==> src/rtl/fetch_ctrl_if.sv <==
`default_nettype none
// ----------------------------------------------------------------------------
// Module      : fetch_ctrl_if
// Description : Request/status bundle between the fetch sequencer and the
//               surrounding decoder, data memory and fetch stage.
// Revision    : 1.0 - initial release
// ----------------------------------------------------------------------------
interface fetch_ctrl_if #(
  parameter int CNT_W = 16
);
  // Requests and decode information into the sequencer
  logic             start_req;
  logic             halt_instr;
  logic             branch_taken;
  logic [7:0]       branch_offset;
  logic             mem_busy;

  // Fetch-stage controls and status out of the sequencer
  logic             if_start;
  logic             if_halt;
  logic             if_branch;
  logic [7:0]       if_target;
  logic             ack;
  logic             error;
  logic [CNT_W-1:0] cycle_count;
  logic [CNT_W-1:0] stall_count;

  // Side that issues requests and consumes the fetch controls
  modport master (
    output start_req, halt_instr, branch_taken, branch_offset, mem_busy,
    input  if_start, if_halt, if_branch, if_target, ack, error,
           cycle_count, stall_count
  );

  // The sequencer itself
  modport slave (
    input  start_req, halt_instr, branch_taken, branch_offset, mem_busy,
    output if_start, if_halt, if_branch, if_target, ack, error,
           cycle_count, stall_count
  );
endinterface
`default_nettype wire

==> src/rtl/fetch_ctrl.sv <==
`default_nettype none
// ----------------------------------------------------------------------------
// Module      : fetch_ctrl
// Description : Instruction-fetch PC sequencer. Generates start/halt/branch
//               controls for the fetch stage, reports completion, watches for
//               stuck data memory and keeps saturating cycle/stall counters.
// Revision    : 1.0 - initial release
// ----------------------------------------------------------------------------
module fetch_ctrl #(
  parameter int MAX_STALL = 255,
  parameter int CNT_W     = 16
) (
  input  wire logic   CLK,
  input  wire logic   RST_N,
  fetch_ctrl_if.slave bus
);

  typedef enum logic [2:0] {
    S_IDLE  = 3'd0,
    S_INIT  = 3'd1,
    S_RUN   = 3'd2,
    S_STALL = 3'd3,
    S_DONE  = 3'd4
  } state_t;

  // Last watchdog value before a further busy cycle trips it
  localparam logic [15:0] C_WD_LAST = 16'(MAX_STALL - 1);

  state_t           r_state;
  state_t           w_next;
  logic [15:0]      r_wd;
  logic [CNT_W-1:0] r_cycle_count;
  logic [CNT_W-1:0] r_stall_count;
  logic             r_ack;
  logic             r_error;

  logic             w_if_start;
  logic             w_if_halt;
  logic             w_if_branch;
  logic             w_clear;
  logic             w_count_cycle;
  logic             w_count_stall;
  logic             w_wd_inc;
  logic             w_wd_clr;
  logic             w_done;
  logic             w_trip;

  // State register; reset lands in IDLE so the fetch controls are at their
  // reset values as soon as RST_N falls
  always_ff @(posedge CLK or negedge RST_N) begin
    if (!RST_N) begin
      r_state <= S_IDLE;
    end else begin
      r_state <= w_next;
    end
  end

  // Next state plus Mealy fetch controls; restart beats halt beats busy
  always_comb begin
    w_next        = r_state;
    w_if_start    = 1'b0;
    w_if_halt     = 1'b1;
    w_if_branch   = 1'b0;
    w_clear       = 1'b0;
    w_count_cycle = 1'b0;
    w_count_stall = 1'b0;
    w_wd_inc      = 1'b0;
    w_wd_clr      = 1'b0;
    w_done        = 1'b0;
    w_trip        = 1'b0;
    case (r_state)
      S_IDLE: begin
        if (bus.start_req) begin
          w_next  = S_INIT;
          w_clear = 1'b1;
        end
      end
      S_INIT: begin
        w_if_start = 1'b1;
        w_if_halt  = 1'b0;
        w_clear    = 1'b1;
        w_next     = S_RUN;
      end
      S_RUN, S_STALL: begin
        w_count_cycle = 1'b1;
        if (bus.start_req) begin
          w_next  = S_INIT;
          w_clear = 1'b1;
        end else if (bus.halt_instr) begin
          w_next = S_DONE;
          w_done = 1'b1;
        end else if (bus.mem_busy) begin
          w_count_stall = 1'b1;
          if ((r_state == S_STALL) && (r_wd >= C_WD_LAST)) begin
            w_next = S_DONE;
            w_done = 1'b1;
            w_trip = 1'b1;
          end else begin
            w_next   = S_STALL;
            w_wd_inc = 1'b1;
          end
        end else begin
          w_if_halt   = 1'b0;
          w_if_branch = bus.branch_taken;
          w_wd_clr    = 1'b1;
          w_next      = S_RUN;
        end
      end
      S_DONE: begin
        if (bus.start_req) begin
          w_next  = S_INIT;
          w_clear = 1'b1;
        end
      end
      default: begin
        w_next = S_IDLE;
      end
    endcase
  end

  // Status registers: clearing on the way into INIT, otherwise saturating
  // counters, a sticky completion flag and a sticky watchdog error
  always_ff @(posedge CLK or negedge RST_N) begin
    if (!RST_N) begin
      r_cycle_count <= '0;
      r_stall_count <= '0;
      r_wd          <= '0;
      r_ack         <= 1'b0;
      r_error       <= 1'b0;
    end else if (w_clear) begin
      r_cycle_count <= '0;
      r_stall_count <= '0;
      r_wd          <= '0;
      r_ack         <= 1'b0;
      r_error       <= 1'b0;
    end else begin
      if (w_count_cycle && (r_cycle_count != {CNT_W{1'b1}})) begin
        r_cycle_count <= r_cycle_count + CNT_W'(1);
      end
      if (w_count_stall && (r_stall_count != {CNT_W{1'b1}})) begin
        r_stall_count <= r_stall_count + CNT_W'(1);
      end
      if (w_wd_clr) begin
        r_wd <= '0;
      end else if (w_wd_inc && (r_wd != 16'hFFFF)) begin
        r_wd <= r_wd + 16'd1;
      end
      if (w_done) begin
        r_ack <= 1'b1;
      end
      if (w_trip) begin
        r_error <= 1'b1;
      end
    end
  end

  assign bus.if_start    = w_if_start;
  assign bus.if_halt     = w_if_halt;
  assign bus.if_branch   = w_if_branch;
  assign bus.if_target   = w_if_branch ? bus.branch_offset : 8'h00;
  assign bus.ack         = r_ack;
  assign bus.error       = r_error;
  assign bus.cycle_count = r_cycle_count;
  assign bus.stall_count = r_stall_count;

endmodule
`default_nettype wire

==> src/flat_wrapper.sv <==
// flat-port wrapper written by rule: the top's interface ports become plain ports
module fetch_ctrl_flat 
#(
  parameter int MAX_STALL = 255,
  parameter int CNT_W     = 16
)
  (CLK, RST_N, bus_start_req, bus_halt_instr, bus_branch_taken, bus_branch_offset, bus_mem_busy, bus_if_start, bus_if_halt, bus_if_branch, bus_if_target, bus_ack, bus_error, bus_cycle_count, bus_stall_count);
  fetch_ctrl_if #(.CNT_W(CNT_W)) bus_i ();
  input  wire logic CLK;
  input  wire logic RST_N;
  input wire logic [$bits(bus_i.start_req)-1:0] bus_start_req;
  input wire logic [$bits(bus_i.halt_instr)-1:0] bus_halt_instr;
  input wire logic [$bits(bus_i.branch_taken)-1:0] bus_branch_taken;
  input wire logic [$bits(bus_i.branch_offset)-1:0] bus_branch_offset;
  input wire logic [$bits(bus_i.mem_busy)-1:0] bus_mem_busy;
  output wire logic [$bits(bus_i.if_start)-1:0] bus_if_start;
  output wire logic [$bits(bus_i.if_halt)-1:0] bus_if_halt;
  output wire logic [$bits(bus_i.if_branch)-1:0] bus_if_branch;
  output wire logic [$bits(bus_i.if_target)-1:0] bus_if_target;
  output wire logic [$bits(bus_i.ack)-1:0] bus_ack;
  output wire logic [$bits(bus_i.error)-1:0] bus_error;
  output wire logic [$bits(bus_i.cycle_count)-1:0] bus_cycle_count;
  output wire logic [$bits(bus_i.stall_count)-1:0] bus_stall_count;
  assign bus_i.start_req = bus_start_req;
  assign bus_i.halt_instr = bus_halt_instr;
  assign bus_i.branch_taken = bus_branch_taken;
  assign bus_i.branch_offset = bus_branch_offset;
  assign bus_i.mem_busy = bus_mem_busy;
  assign bus_if_start = bus_i.if_start;
  assign bus_if_halt = bus_i.if_halt;
  assign bus_if_branch = bus_i.if_branch;
  assign bus_if_target = bus_i.if_target;
  assign bus_ack = bus_i.ack;
  assign bus_error = bus_i.error;
  assign bus_cycle_count = bus_i.cycle_count;
  assign bus_stall_count = bus_i.stall_count;
  fetch_ctrl #(.MAX_STALL(MAX_STALL), .CNT_W(CNT_W)) u_core (.CLK(CLK), .RST_N(RST_N), .bus(bus_i));
endmodule
==> config.mk <==
export PLATFORM = sky130hd
export DESIGN_NAME = fetch_ctrl_flat
export DESIGN_NICKNAME = d
export VERILOG_FILES = /design/src/rtl/fetch_ctrl_if.sv /design/src/rtl/fetch_ctrl.sv /design/src/flat_wrapper.sv
export SDC_FILE = /design/constraint.sdc
export NUM_CORES = 1
export LEC_CHECK = 0
export CAP_MARGIN = 10
export CORE_UTILIZATION = 25
export DETAILED_ROUTE_END_ITERATION = 8
export SLEW_MARGIN = 30
export SYNTH_ARGS = -nofsm -noshare
export SYNTH_HDL_FRONTEND = slang
export SYNTH_SLANG_ARGS = --single-unit
==> constraint.sdc <==
create_clock -name CLK -period 2.53 [get_ports CLK]
set_input_delay 0.3795 -clock CLK [delete_from_list [all_inputs] [get_ports CLK]]
set_output_delay 0.3795 -clock CLK [all_outputs]
set_load 0.05 [all_outputs]
* Yosys cells after proc, flatten, opt, wreduce, memory -nomap -nowiden *
Cells that the tools add are included.

word-level totals
  word-level logic and storage cells = 81
  output and inout bits = 45
  bits in registers = 53
  input bits = 14

operators by class
  equality and inequality tests = 8
  reductions and logical operators = 13
  multiplexer cells = 50
  add/subtract/negate cells = 3
  $lt $le $gt $ge = 1

operator list
  kind                                                                number
  two-way mux 16 bit                                                  7
  adder 16 x 1 -> 16 bit, second input constant                       3
  != test 16 bit, second input constant                               3
  two-way mux 1 bit                                                   34
  greater-or-equal comparator 16 x 8 -> 1 bit, second input constant  1
  two-way mux 3 bit                                                   5
  case mux 3 bit (3 select lines)                                     1
  two-way mux 8 bit                                                   1
  nonzero test 2 bit                                                  4
  equality test 3 x 2 -> 1 bit, second input constant                 2
  logical AND 1 bit                                                   4
  case mux 1 bit (2 select lines)                                     2
  OR reduction 2 bit                                                  2
  OR reduction 4 bit                                                  1
  equality test 3 x 1 -> 1 bit, second input constant                 1
  equality test 3 bit, second input constant                          1
  zero test 3 bit                                                     1
  nonzero test 3 bit                                                  1
  != test 2 x 1 -> 1 bit, second input constant                       1

* Depth between registers and ports, before layout *
Gate-level depths: netlist (run 1).

  depth after elaboration = 11
  gate-level depth with buffers = 9
  depth with buffers taken out = 7

* Least setup slack after synthesis (run 1) *
OpenSTA, ideal clock, no wires.

  path type = flip-flop to output port
  start = register u_core.r_state[2]
  end = output port bus_if_halt
  arrival = 2.302 ns
  required time = 2.151 ns
  path buffers = 0
  stages on the path, launching flop included = 3
  path slack = -0.151 ns
  cells stage by stage = dfrtp_1 > nor3b_1 > a21oi_1

between the ends
  cells in the longest elaborated chain, start to end = 3
  elaborated cells between the ends (all ways) = 5
  classes of those cells = eq/ne: 3; mux: 1; reduce/logical: 1

ends and longest elaborated chain
  what                                 line                source
  start: declaration                   fetch_ctrl.sv:29    state_t r_state;
  start signal: assignment             fetch_ctrl.sv:54    r_state <= w_next;
  equality test 3 x 2 -> 1 bit         fetch_ctrl.sv:71    case (r_state)
  OR reduction 2 bit                   fetch_ctrl.sv:71
  case mux 1 bit (2 select lines) (*)  fetch_ctrl.sv:71
  end: declaration                     flat_wrapper.sv:17  output wire logic [$bits(bus_i.if_halt)-1:0] bus_if_halt;

Mark *: on every way between the ends. The rest lies on a longest branch, timed or not.

* Worst setup path in the final report (run 1) *
  start = register u_core.r_state[1]
  end = output port bus_if_start

between the ends
  cells in the longest elaborated chain, start to end = 2

ends and longest elaborated chain
  what                          line                source
  equality test 3 x 1 -> 1 bit  fetch_ctrl.sv:71
  two-way mux 1 bit             fetch_ctrl.sv:71
  end: declaration              flat_wrapper.sv:16  output wire logic [$bits(bus_i.if_start)-1:0] bus_if_start;

Every way passes these cells.

==> results of run 1 <==
-- worst paths after layout --
kind                       slack [ns]                    endpoint              start
max in group asynchronous        1.84  u_core.bus.stall_count[12]              RST_N
hold reg to reg                  0.50            u_core.bus.error   u_core.bus.error
setup reg to reg                 0.30              u_core.r_wd[3]     u_core.r_wd[0]
hold / removal                   0.22              u_core.r_wd[0]              RST_N
setup / recovery                 0.15                bus_if_start  u_core.r_state[1]
min in group CLK                 0.50            u_core.bus.error   u_core.bus.error
-- through the flow --
step / util / hold slack [ns] / setup WS (ns) / area, sq um / power, mW
after global routing: 0.351 / 0.306 / 0.0759 / 4030 / 2.26
after CTS: 0.351 / 0.273 / 0.140 / 4030 / 2.19
final: 0.351 / 0.223 / 0.152 / 4030 / 2.16
after detailed placement: 0.339 / 0.491 / 0.156 / 3890 / 1.51
after floorplan: - / 0.0839 / 0.120 / 2970 / 1.29
after global placement: 0.339 / 0.484 / 0.167 / 3890 / 1.51
-- power by group through the flow --
stage               clock, mW  combinational, mW  sequential (mW)
finish                  0.670              0.565            0.926
global route            0.718              0.612            0.929
CTS                     0.689              0.576            0.925
detailed placement          0              0.572            0.940
global placement            0              0.569            0.939
floorplan                   0              0.333            0.962
-- cell families after synthesis --
family	Yosys count	synth area share
compound gates	64	0.139
xor+xnor	25	0.0738
buf+inv	18	0.0283
mux	4	0.0135
fa+ha+maj	4	0.0169
flops	53	0.447
simple gates	153	0.281
-- state kept, by name (all words and copies together), names as in the netlist --
| signal | count |
|---|---|
| u_core.bus.cycle_count | 16 |
| u_core.bus.stall_count | 16 |
| u_core.r_wd | 16 |
| u_core.r_state | 3 |
| u_core.bus.ack | 1 |
| u_core.bus.error | 1 |
-- cell type report --
cell class                      instances  area (sq um)  share of cell area
Sequential cell                        53          1330               0.329
Multi-Input combinational cell        250          1570               0.391
Tap cell                              143           179              0.0444
Inverter                                7          26.3             0.00652
Clock inverter                          1          7.51             0.00186
Timing Repair Buffer                   74           783               0.194
Clock buffer                            7           133              0.0329
-- cells in the final DEF (no fill, tap or decap), types with 9 or more instances in the layout --
cell type,n
a21oi_1,18
dfrtp_1,53
nand3_1,13
and2_1,10
nand2_1,22
nor2_1,38
nor4_1,9
a211oi_1,9
o21ai_0,14
xnor2_1,19
buf_4,17
or3_1,10
nand4_1,15
clkdlybuf4s50_1,47
buf_12,9
-- critical path, cell delays in order (launching register included) --
cell and delay [ns]:
dfrtp_1 0.48, nor3b_2 0.36, clkdlybuf4s50_1 0.87
-- routing by layer --
metal,track usage,up-vias,routed length (um)
met3,0.0219,7,259
met5,0,-,0
met4,0.0311,0,64
met1,0.164,1264,3550
met2,0.213,69,3650
li1,-,1312,-
==> flow_metrics.tcl, run 1 <==
set metrics [dict create \
    async_flop_share 1.00 \
    drv_cap 0 \
    nFillCells 1169 \
    dp_hpwl_um 5500 \
    clk_path_buf_depth 2 \
    synthCells 321 \
    drt-total-wl_um 7530 \
    finClkSkew_ns 0.00441 \
    post-route-period-util 0.940 \
    io_pins 59 \
    min_path_type "in2async" \
    outcome "complete, no violations" \
    p_seq_frac 0.428 \
    period_needed_ns 2.38 \
    swShare 0.334 \
    postCtsSetupBuffers 0 \
    drive_gt1_frac 0.105 \
    path_class "reg2out" \
    grt_overflow 0 \
    power.density_nw_per_um2 536 \
    post_synth.cell_area_avg_sq_um 9.24 \
    post_drt_wl_per_cell_um 14.1 \
    p_sw_mw 0.722 \
    cts_tree "done" \
    nNetsFinal 409 \
    synth_edf_count 0 \
    end_kind "output port" \
    core-area_sq_um 11500 \
    numCtsBuffers 5 \
    drt_iter0_drc 129 \
    via_per_inst 4.96 \
    power_frac_clock 0.310 \
    syn_area_sq_um 2970 \
    h-tree-depth 2 \
    slew_headroom 0.542 \
    dp.cells 527 \
    placementRows 39 \
    die-height_um 111 \
    setup_violations 0 \
    antenna_found_initial 0 \
    synth_commonest_cells "53 x dfrtp_1, 38 x nor2_1, 22 x nand2_1, 19 x xnor2_1, 18 x a21oi_1" \
    synth.area.top_cells "dfrtp_1 45%, xnor2_1 5.6%, nor2_1 4.8%" \
    synth_cell_type_count 48 \
    final_hold_viol_count 0 \
    drc 0 \
    clockRootBuffer "clkbuf_16" \
    yosysWarnings 0 \
    grt_usage 0.125 \
    gp_congestion 0.775 \
    synth_most_common_cell "dfrtp_1" \
    fmax_mhz 421 \
    first_pass_iters 4 \
    grt_pass1_vias 2590 \
    diodes 0 \
    fp.dieW_um 111 \
    port_buffers 58 \
    grt_max_degree 54 \
    cts_resized 0 \
    postRouteAntennaNets 0 \
    pwr-share-comb 0.261 \
    seq_area_frac_synth 0.447 \
    rsz0062_at_grt "false" \
    vias 2652 \
    cts.sinks 53 \
    synth_top_area_cell "dfrtp_1" \
    vdd_drop_max_uv 289 \
    syn-num-nets 339 \
    initial_core_util 0.259 \
    worstPathMaxFanout 7 \
    cp.arrival_ns 2.00 \
    synthFlopType "dfrtp_1" \
    grt_pass1_wl_um 12600 \
    netlist.area_leader.share 0.447 \
    fin_tns_setup_ns 0 \
    area_growth_pct 35.9 \
    tightest_slew_ns 0.687 \
    synth-seq-cells 53 \
    path_clk_slew_ns 0.07 \
    cp.required_ns 2.15 \
    worst_r2r_path_depth 8 \
    critPathLaunchType "flip-flop" \
    cts_hold_buf 0 \
    drv_slew 0 \
    p_leak_nw 1.53 \
    fp.dieArea_sq_um 12300 \
    clock_latency_ns 0.29 \
    p_int_mw 1.44 \
    instances_no_fill 535 \
]
(Power assumes the default switching activity.)
==> run 2, diff against run 1 <==
Settings changed: TNS_END_PERCENT set to 50.
==> results of run 2 <==
Same layout as run 1: the final DEF is identical, and so are final timing and power.
==> run 3, diff against run 2 <==
Settings changed: TNS_END_PERCENT 50 to 20.
==> results of run 3 <==
Same layout as run 1: the final DEF is identical, and so are final timing and power.
